File: src/rtl/addr_bus_arbiter_pkg.sv
// Shared types and defaults for the two-requester address bus arbiter.
// Imported by the interface, the round-robin picker and the arbiter top.
package addr_bus_pkg;

    localparam int ADDR_W_DEF = 3;
    localparam int DATA_W_DEF = 4;
    localparam int HOLD_W     = 4;

    localparam logic [2:0] EN0_ADDR_DEF = 3'b001;
    localparam logic [2:0] EN1_ADDR_DEF = 3'b010;

    typedef enum logic [1:0] {
        IDLE = 2'd0,
        BUSY = 2'd1,
        DONE = 2'd2
    } state_t;

    typedef enum logic {
        OWN0 = 1'b0,
        OWN1 = 1'b1
    } owner_t;

    // The hold counter counts down to zero, so it is loaded with one less than the window.
    function automatic logic [HOLD_W-1:0] hold_load(input int hold);
        return HOLD_W'(hold - 1);
    endfunction

endpackage

File: src/rtl/addr_bus_arbiter_if.sv
// Requester-side and shared-bus signals of the address bus arbiter.
// master: arbiter side; slave: requesters plus the enable demux consumer.
interface addr_bus_arbiter_if
    import addr_bus_pkg::*;
#(
    parameter int ADDR_W = ADDR_W_DEF,
    parameter int DATA_W = DATA_W_DEF
);

    logic              req0;
    logic [ADDR_W-1:0] addr0;
    logic [DATA_W-1:0] wdata0;
    logic              we0;
    logic              req1;
    logic [ADDR_W-1:0] addr1;
    logic [DATA_W-1:0] wdata1;
    logic              we1;

    logic              gnt0;
    logic              gnt1;
    logic              ack0;
    logic              ack1;
    logic [ADDR_W-1:0] ADDR;
    logic [DATA_W-1:0] WDATA;
    logic              WE;
    logic              enable0;
    logic              enable1;

    modport master (
        input  req0, addr0, wdata0, we0,
        input  req1, addr1, wdata1, we1,
        output gnt0, gnt1, ack0, ack1,
        output ADDR, WDATA, WE, enable0, enable1
    );

    modport slave (
        output req0, addr0, wdata0, we0,
        output req1, addr1, wdata1, we1,
        input  gnt0, gnt1, ack0, ack1,
        input  ADDR, WDATA, WE, enable0, enable1
    );

endinterface

File: src/rtl/addr_bus_arbiter_rr_arb2.sv
// Combinational two-way round-robin picker.
// A lone requester always wins; under contention the one that did not go last wins.
module rr_arb2
    import addr_bus_pkg::*;
(
    input  logic   req0,
    input  logic   req1,
    input  owner_t last_owner,
    output logic   valid,
    output owner_t owner
);

    always_comb begin
        valid = req0 | req1;
        owner = OWN0;
        if (req0 && req1) begin
            owner = (last_owner == OWN0) ? OWN1 : OWN0;
        end else if (req1) begin
            owner = OWN1;
        end
    end

endmodule

File: src/rtl/addr_bus_arbiter.sv
// Round-robin arbiter/sequencer for the shared address bus feeding the enable demux.
// state | meaning
// IDLE  | bus cleared, pick an owner from pending requests
// BUSY  | owner's access latched and held for HOLD_CYCLES cycles
// DONE  | bus cleared, one-cycle ack to the owner, round-robin pointer updated
module addr_bus_arbiter
    import addr_bus_pkg::*;
#(
    parameter int                ADDR_W      = ADDR_W_DEF,
    parameter int                DATA_W      = DATA_W_DEF,
    parameter int                HOLD_CYCLES = 2,
    parameter logic [ADDR_W-1:0] EN0_ADDR    = ADDR_W'(EN0_ADDR_DEF),
    parameter logic [ADDR_W-1:0] EN1_ADDR    = ADDR_W'(EN1_ADDR_DEF)
) (
    input  logic                CLK,
    input  logic                RESET,
    addr_bus_arbiter_if.master  bus
);

    localparam logic [HOLD_W-1:0] HOLD_LOAD = hold_load(HOLD_CYCLES);

    state_t            state_q, state_d;
    logic [HOLD_W-1:0] cnt_q, cnt_d;
    owner_t            last_q, last_d;
    owner_t            owner_q, owner_d;
    logic [ADDR_W-1:0] addr_q, addr_d;
    logic [DATA_W-1:0] wdata_q, wdata_d;
    logic              we_q, we_d;
    logic              gnt0_q, gnt0_d;
    logic              gnt1_q, gnt1_d;
    logic              ack0_q, ack0_d;
    logic              ack1_q, ack1_d;
    logic              en0_q, en0_d;
    logic              en1_q, en1_d;

    logic              pick_valid;
    owner_t            pick_owner;
    logic [ADDR_W-1:0] sel_addr;
    logic [DATA_W-1:0] sel_wdata;
    logic              sel_we;

    rr_arb2 u_rr_arb2 (
        .req0       (bus.req0),
        .req1       (bus.req1),
        .last_owner (last_q),
        .valid      (pick_valid),
        .owner      (pick_owner)
    );

    always_comb begin
        sel_addr  = bus.addr0;
        sel_wdata = bus.wdata0;
        sel_we    = bus.we0;
        if (pick_owner == OWN1) begin
            sel_addr  = bus.addr1;
            sel_wdata = bus.wdata1;
            sel_we    = bus.we1;
        end
    end

    always_ff @(posedge CLK) begin
        if (RESET) begin
            state_q <= IDLE;
            cnt_q   <= '0;
            last_q  <= OWN1;
            owner_q <= OWN0;
            addr_q  <= '0;
            wdata_q <= '0;
            we_q    <= 1'b0;
            gnt0_q  <= 1'b0;
            gnt1_q  <= 1'b0;
            ack0_q  <= 1'b0;
            ack1_q  <= 1'b0;
            en0_q   <= 1'b0;
            en1_q   <= 1'b0;
        end else begin
            state_q <= state_d;
            cnt_q   <= cnt_d;
            last_q  <= last_d;
            owner_q <= owner_d;
            addr_q  <= addr_d;
            wdata_q <= wdata_d;
            we_q    <= we_d;
            gnt0_q  <= gnt0_d;
            gnt1_q  <= gnt1_d;
            ack0_q  <= ack0_d;
            ack1_q  <= ack1_d;
            en0_q   <= en0_d;
            en1_q   <= en1_d;
        end
    end

    always_comb begin
        state_d = state_q;
        cnt_d   = cnt_q;
        last_d  = last_q;
        owner_d = owner_q;
        addr_d  = addr_q;
        wdata_d = wdata_q;
        we_d    = we_q;
        gnt0_d  = gnt0_q;
        gnt1_d  = gnt1_q;
        ack0_d  = 1'b0;
        ack1_d  = 1'b0;
        en0_d   = en0_q;
        en1_d   = en1_q;

        case (state_q)
            IDLE: begin
                addr_d  = '0;
                wdata_d = '0;
                we_d    = 1'b0;
                gnt0_d  = 1'b0;
                gnt1_d  = 1'b0;
                en0_d   = 1'b0;
                en1_d   = 1'b0;
                if (pick_valid) begin
                    owner_d = pick_owner;
                    addr_d  = sel_addr;
                    wdata_d = sel_wdata;
                    we_d    = sel_we;
                    gnt0_d  = (pick_owner == OWN0);
                    gnt1_d  = (pick_owner == OWN1);
                    // Enables are registered alongside ADDR so the demux never sees a decode glitch.
                    en0_d   = (sel_addr == EN0_ADDR);
                    en1_d   = (sel_addr == EN1_ADDR);
                    cnt_d   = HOLD_LOAD;
                    state_d = BUSY;
                end
            end

            BUSY: begin
                if (cnt_q == '0) begin
                    addr_d  = '0;
                    wdata_d = '0;
                    we_d    = 1'b0;
                    gnt0_d  = 1'b0;
                    gnt1_d  = 1'b0;
                    en0_d   = 1'b0;
                    en1_d   = 1'b0;
                    ack0_d  = (owner_q == OWN0);
                    ack1_d  = (owner_q == OWN1);
                    state_d = DONE;
                end else begin
                    cnt_d = cnt_q - 1'b1;
                end
            end

            DONE: begin
                last_d  = owner_q;
                state_d = IDLE;
            end

            default: begin
                addr_d  = '0;
                wdata_d = '0;
                we_d    = 1'b0;
                gnt0_d  = 1'b0;
                gnt1_d  = 1'b0;
                en0_d   = 1'b0;
                en1_d   = 1'b0;
                state_d = IDLE;
            end
        endcase
    end

    assign bus.gnt0    = gnt0_q;
    assign bus.gnt1    = gnt1_q;
    assign bus.ack0    = ack0_q;
    assign bus.ack1    = ack1_q;
    assign bus.ADDR    = addr_q;
    assign bus.WDATA   = wdata_q;
    assign bus.WE      = we_q;
    assign bus.enable0 = en0_q;
    assign bus.enable1 = en1_q;

    a_gnt_onehot: assert property (@(posedge CLK) disable iff (RESET) !(gnt0_q && gnt1_q));
    a_ack_onehot: assert property (@(posedge CLK) disable iff (RESET) !(ack0_q && ack1_q));
    a_en_onehot:  assert property (@(posedge CLK) disable iff (RESET) !(en0_q && en1_q));

endmodule

File: src/flat_wrapper.sv
// flat-port wrapper written by rule: the top's interface ports become plain ports
module addr_bus_arbiter_flat import addr_bus_pkg::*;
#(
    parameter int                ADDR_W      = ADDR_W_DEF,
    parameter int                DATA_W      = DATA_W_DEF,
    parameter int                HOLD_CYCLES = 2,
    parameter logic [ADDR_W-1:0] EN0_ADDR    = ADDR_W'(EN0_ADDR_DEF),
    parameter logic [ADDR_W-1:0] EN1_ADDR    = ADDR_W'(EN1_ADDR_DEF)
)
  (CLK, RESET, bus_req0, bus_addr0, bus_wdata0, bus_we0, bus_req1, bus_addr1, bus_wdata1, bus_we1, bus_gnt0, bus_gnt1, bus_ack0, bus_ack1, bus_ADDR, bus_WDATA, bus_WE, bus_enable0, bus_enable1);
  addr_bus_arbiter_if #(.ADDR_W(ADDR_W), .DATA_W(DATA_W)) bus_i ();
  input  logic CLK;
  input  logic RESET;
  input wire logic [$bits(bus_i.req0)-1:0] bus_req0;
  input wire logic [$bits(bus_i.addr0)-1:0] bus_addr0;
  input wire logic [$bits(bus_i.wdata0)-1:0] bus_wdata0;
  input wire logic [$bits(bus_i.we0)-1:0] bus_we0;
  input wire logic [$bits(bus_i.req1)-1:0] bus_req1;
  input wire logic [$bits(bus_i.addr1)-1:0] bus_addr1;
  input wire logic [$bits(bus_i.wdata1)-1:0] bus_wdata1;
  input wire logic [$bits(bus_i.we1)-1:0] bus_we1;
  output wire logic [$bits(bus_i.gnt0)-1:0] bus_gnt0;
  output wire logic [$bits(bus_i.gnt1)-1:0] bus_gnt1;
  output wire logic [$bits(bus_i.ack0)-1:0] bus_ack0;
  output wire logic [$bits(bus_i.ack1)-1:0] bus_ack1;
  output wire logic [$bits(bus_i.ADDR)-1:0] bus_ADDR;
  output wire logic [$bits(bus_i.WDATA)-1:0] bus_WDATA;
  output wire logic [$bits(bus_i.WE)-1:0] bus_WE;
  output wire logic [$bits(bus_i.enable0)-1:0] bus_enable0;
  output wire logic [$bits(bus_i.enable1)-1:0] bus_enable1;
  assign bus_i.req0 = bus_req0;
  assign bus_i.addr0 = bus_addr0;
  assign bus_i.wdata0 = bus_wdata0;
  assign bus_i.we0 = bus_we0;
  assign bus_i.req1 = bus_req1;
  assign bus_i.addr1 = bus_addr1;
  assign bus_i.wdata1 = bus_wdata1;
  assign bus_i.we1 = bus_we1;
  assign bus_gnt0 = bus_i.gnt0;
  assign bus_gnt1 = bus_i.gnt1;
  assign bus_ack0 = bus_i.ack0;
  assign bus_ack1 = bus_i.ack1;
  assign bus_ADDR = bus_i.ADDR;
  assign bus_WDATA = bus_i.WDATA;
  assign bus_WE = bus_i.WE;
  assign bus_enable0 = bus_i.enable0;
  assign bus_enable1 = bus_i.enable1;
  addr_bus_arbiter #(.ADDR_W(ADDR_W), .DATA_W(DATA_W), .HOLD_CYCLES(HOLD_CYCLES), .EN0_ADDR(EN0_ADDR), .EN1_ADDR(EN1_ADDR)) u_core (.CLK(CLK), .RESET(RESET), .bus(bus_i));
endmodule
File: config.mk
export PLATFORM = sky130hd
export DESIGN_NAME = addr_bus_arbiter_flat
export DESIGN_NICKNAME = d
export VERILOG_FILES = /design/src/rtl/addr_bus_arbiter_pkg.sv /design/src/rtl/addr_bus_arbiter_if.sv /design/src/rtl/addr_bus_arbiter_rr_arb2.sv /design/src/rtl/addr_bus_arbiter.sv /design/src/flat_wrapper.sv
export SDC_FILE = /design/constraint.sdc
export NUM_CORES = 1
export LEC_CHECK = 0
export BUFFER_PORTS_ARGS = -buffer_cell sky130_fd_sc_hd__buf_2
export CORE_MARGIN = 10
export CORE_UTILIZATION = 40
export CTS_CLUSTER_SIZE = 20
export DETAILED_ROUTE_END_ITERATION = 10
export PLACE_DENSITY_LB_ADDON = 0.1
export REMOVE_ABC_BUFFERS = 1
export SKIP_LAST_GASP = 1
export SLEW_MARGIN = 25
export SYNTH_ARGS = -nofsm -noshare
export SYNTH_HDL_FRONTEND = slang
export SYNTH_SLANG_ARGS = --single-unit
File: constraint.sdc
create_clock -name CLK -period 2.12 [get_ports CLK]
set_input_delay 0.424 -clock CLK [delete_from_list [all_inputs] [get_ports CLK]]
set_output_delay 0.424 -clock CLK [all_outputs]
set_load 0.02 [all_outputs]
* After elaboration in Yosys (flattened, before gate mapping)
Index checks and enable logic that the tools add are counted.
** Storage, ports and cells
- Register bits after elaboration :: 22
- Bits in latches :: 0
- Memory bits (writable) :: 0
- Bits in read-only memories :: 0
- Bits of input ports :: 20
- Output and inout port bits :: 14
- Word-level logic and storage cells :: 65
- Memories kept :: 0
** Cells by class
- Add/sub/neg operators :: 1
- Multiply operators :: 0
- Divide/modulo/power cells :: 0
- Order comparisons :: 0
- Equality and inequality tests :: 7
- Shift operators :: 0
- Muxes and demuxes :: 29
- Bitwise operators :: 6
- Reduce and logical (&&, ||, !) cells :: 9
** Operator list (number)
- 2-to-1 mux 4 bit :: 5
- case mux 1 bit (3 select lines) :: 5
- case mux 4 bit (3 select lines) :: 1
- 2-to-1 mux 1 bit :: 10
- 2-to-1 mux 3 bit :: 3
- case mux 3 bit (3 select lines) :: 1
- case mux 4 bit (2 select lines) :: 1
- AND reduction 2 bit :: 3
- inverter 1 bit :: 5
- zero test 4 bit :: 1
- 2-to-1 mux 2 bit :: 2
- != test 2 x 1 -> 1 bit (second input constant) :: 2
- case mux 2 bit (2 select lines) :: 1
- subtractor 4 x 1 -> 4 bit (second input constant) :: 1
- == test 3 x 1 -> 1 bit (second input constant) :: 1
- == test 3 x 2 -> 1 bit (second input constant) :: 1
- AND reduction 3 bit :: 1
- OR reduction 3 bit :: 1
- == test 2 x 1 -> 1 bit (second input constant) :: 1
- == test 2 bit (second input constant) :: 1
- zero test 2 bit :: 1
- != test 2 bit (second input constant) :: 1
- nonzero test 2 bit :: 1
- logical AND 1 bit :: 1
- bitwise OR 1 bit :: 1

* Logic depth before layout (Yosys ltp)
- Depth in word-level cells :: 6
- Gate-level depth with buffers :: 6
- Gate-level depth less buffers :: 6

* Modules after synthesis
A second synthesis with hierarchy kept.
** Unflattened totals
- Cells, all modules :: 107
- Area, all modules :: 1057.3 um^2
** By module, submodules not included
- addr_bus_arbiter :: times used 1, cells each 105, area each 1043.5 um^2, sequential area each 440.4 um^2
- rr_arb2 :: times used 1, cells each 2, area each 13.8 um^2, sequential area each 0.0 um^2

* Least setup slack after synthesis
OpenSTA, ideal clock, no wires.
- Kind :: register -> register
- From :: reg u_core.cnt_q[0]
- To :: reg u_core.en0_q (netlist: u_core.bus.enable0)
- Library setup time :: 0.117 ns
- Arrival :: 1.322 ns
- Data required time :: 2.003 ns
- Setup slack :: 0.681 ns
- Stages on the path, launching flop included :: 7
- Buffers on the path :: 0
- Clock period less this slack :: 1.439 ns
- Path through :: dfxtp_1 inv_1 ha_1 or3b_4 nand2_1 a21oi_1 a32o_1
** Between the ends
- Word-level cells in the longest chain between the ends :: 3
** RTL lines
- from (decl) :: RTL line addr_bus_arbiter.sv:23 : logic [HOLD_W-1:0] cnt_q, cnt_d;
- from (signal assigned) :: RTL line addr_bus_arbiter.sv:78 : cnt_q <= cnt_d;
- zero test 4 bit :: RTL line addr_bus_arbiter.sv:133 : if (cnt_q == '0) begin
- != test 2 x 1 -> 1 bit (no line)
- AND reduction 2 bit (no line)
- to (signal assigned) :: RTL line addr_bus_arbiter.sv:88 : en0_q <= en0_d;
- to (decl) :: RTL line addr_bus_arbiter.sv:33 : logic en0_q, en0_d;
No other way between the ends.
A chain may end at the register's enable or synchronous reset.

* Worst setup path in the final report
- From :: reg u_core.cnt_q[1]
- To :: reg u_core.en0_q (netlist: u_core.bus.enable0)
Same word-level chain as after synthesis.

==> reports/results.ini <==
[setup_path]
crit_type=flip-flop to flip-flop
crit_fanout=5
endpoint_kind=flip-flop
cp_data_required_time_ps=2330
rrSetupSlack_ps=520
reg2reg_depth=6
worstSetupStartpointType=flip-flop
cp.arrival_ps=1810
timing.rr.start=u_core.cnt_q[1]$_SDFFE_PP0P_
worstReg2RegEnd=u_core.bus.enable0$_SDFFE_PP0P_

[global_routing]
grt_pass1_wl_um=3690
grt_max_degree=22
antenna_found_initial=0
grt_pass1_vias=831
grt_usage_pct=10.1
gr-total-overflow=0

[sta]
setup_viol=0
tns_ps=0
worstMarginPinSlew_ps=454
rsz0062_at_grt=false
slew_violations=0
max_slew_margin_pct=69.8
final-hold-violation-count=0
max_freq_mhz=624
period_minus_slack_ps=1600
skew_ps=11.7
finalCritPeriodShare_pct=75.6

[power]
power_uw=1070
p_sw_share_pct=29.0
internal_power_uw=757
power_density_nw_per_um2=885
p_leak_uw=0.000561
combPwrFrac_pct=24.9
clockPowerShare_pct=30.5
pwr-share-seq_pct=44.6
vdd_drop_max_v=0.000496
switchingPower_uw=309

[clock_tree]
cts.hold.buffers_added=0
clock-root-buffer=clkbuf_4
htree_num_levels=1
post_cts_buffers=0
cts_buffers=3
cts_resized=0
clockBufferDepth=2
clk_latency_ps=310
cts_sinks=22
cts_tree=built
clkTransAtPathRegs_ps=140

[yosys]
synth_cells=95
ys_warn_count=0
yosysTopAreaCellShare_pct=46.2
ys_seq_elements=22
synth_mux_area_share_pct=9.32
synthFlopType=dfxtp_1
synth_fa_ha_area_share_pct=2.62
synth-simple-area-share_pct=19.8
avgSynthCellArea_um2=10.0
syn_area_um2=953
synth-edff-count=0
ys_async_sr_fraction_pct=0
synth_xor_area_share_pct=1.84
synth_compound_area_share_pct=17.7
synthTopCellsByArea=dfxtp_1 46%, nor2_1 5.1%, a22oi_1 4.7%
yosysSeqAreaShare_pct=46.2
yosysUniqueCellTypes=33
synth_top_area_cell=dfxtp_1
synth_top_family_by_area=simple AND/OR/NAND/NOR gates

[layout]
final_cell_mix=33 x buf_2, 22 x dfxtp_1, 13 x nor2_1
nFillCells=212
synthToLayoutAreaGrowth_pct=26.4
drive_gt1_share_pct=38.9
layout_commonest_cell=buf_2
antennaDiodeCount=0
final_nets=154

[floorplanning]
dieArea_um2=4740
core_um2=2230
die_w_um=68.8
boundaryPins=34
start_util_pct=42.7
rows=17
die_h_um=68.8

[placement]
port_buffers=33
place_congestion=0.711
hpwlAfterDp_um=1740

[min_path]
holdPathEnd=u_core.bus.WE$_SDFFE_PP0P_
min_path_cells=3
min-delay-start=bus_we1
holdCritPathClass=input port to flip-flop

[routing]
dr.pass1.iters=5
drt_iter0_drc=37
vias=795
drt-wirelength-per-cell_um=14.2
drc=0
routed_wl_um=2260
routed_via_density=5.00
ant_nets=0

[run]
drv_cap=0

[status]
status=complete, no violations

power groups by stage:
stage               Clock (uW)  Sequential, uW  Combinational (uW)
detailed placement           0             483                 270
global route               353             480                 296
finish                     325             475                 266
global placement             0             483                 263
CTS                        336             475                 270
floorplan                    0             508                 156
sequential cells by signal, indices dropped and copies added (netlist names), 2 cells and up:
| register | count |
|---|---|
| u_core.state_q | 2 |
| u_core.bus.ADDR | 3 |
| u_core.bus.WDATA | 4 |
| u_core.cnt_q | 4 |
logic make-up (layout without fill, tap and decap cells):
kind of cell | after synthesis | in the layout
compound gates | 22 | 22
simple gates | 34 | 34
mux | 7 | 7
buf+inv | 6 | 42
fa+ha+maj | 2 | 2
flops | 22 | 22
xor+xnor | 2 | 2
critical path, stage by stage, from the launching register on:
cell and delay [ps]:
dfxtp_1 360, inv_1 80, ha_1 150, or3b_4 410, nand2_1 160, a21oi_1 120, a32o_1 220
stage by stage:
step                      utilization, %  hold WS (ps)  setup WS (ps)  instances  cell area [um^2]
final                               53.9           338            516        159              1200
after global routing                53.9           352            368        159              1200
after CTS                           53.9           331            505        159              1200
after detailed placement            51.6           464            489        155              1150
after global placement              51.6           461            537        155              1150
after floorplan                        -           435            681         93               945
final cells by class:
| class | count | area, um^2 | area share (%) |
|---|---|---|---|
| Clock buffer | 3 | 22.5 | 1.87 |
| Timing Repair Buffer | 34 | 173 | 14.3 |
| Sequential cell | 22 | 440 | 36.6 |
| Clock inverter | 1 | 30.0 | 2.49 |
| Tap cell | 28 | 35.0 | 2.91 |
| Inverter | 4 | 15.0 | 1.25 |
| Multi-Input combinational cell | 67 | 489 | 40.6 |
how the worst max path moves through the flow:
stage                                 start                                to  cells past startpoint
4_1_cts        u_core.cnt_q[0]$_SDFFE_PP0P_  u_core.bus.WDATA[3]$_SDFFE_PP0P_                      6
6_report       u_core.cnt_q[1]$_SDFFE_PP0P_   u_core.bus.enable0$_SDFFE_PP0P_                      6
3_3_place_gp                       bus_req0   u_core.bus.enable1$_SDFFE_PP0P_                      5
5_1_grt        u_core.cnt_q[0]$_SDFFE_PP0P_  u_core.bus.WDATA[3]$_SDFFE_PP0P_                      6
2_1_floorplan  u_core.cnt_q[0]$_SDFFE_PP0P_   u_core.bus.enable0$_SDFFE_PP0P_                      6
3_5_place_dp                       bus_req0   u_core.bus.enable1$_SDFFE_PP0P_                      5
cells in the mapped netlist (all sizes together), types with 2 or more instances:
master	instances
nor2	13
and2	2
a22oi	6
nor3	6
nand3	2
a21oi	6
xor2	2
a32o	2
a222oi	2
nand2	2
mux2	6
inv	4
dfxtp	22
o21ai	2
nand2b	3
ha	2
metal layers:
metal	track usage, %	share of wire (%)	vias to the layer above
met5	0	0	-
met4	4.43	0.71	0
met3	4.51	8.2	2
met2	15.8	45	22
met1	11.8	46	359
li1	-	-	412
Power figures use the tool's default switching activity.
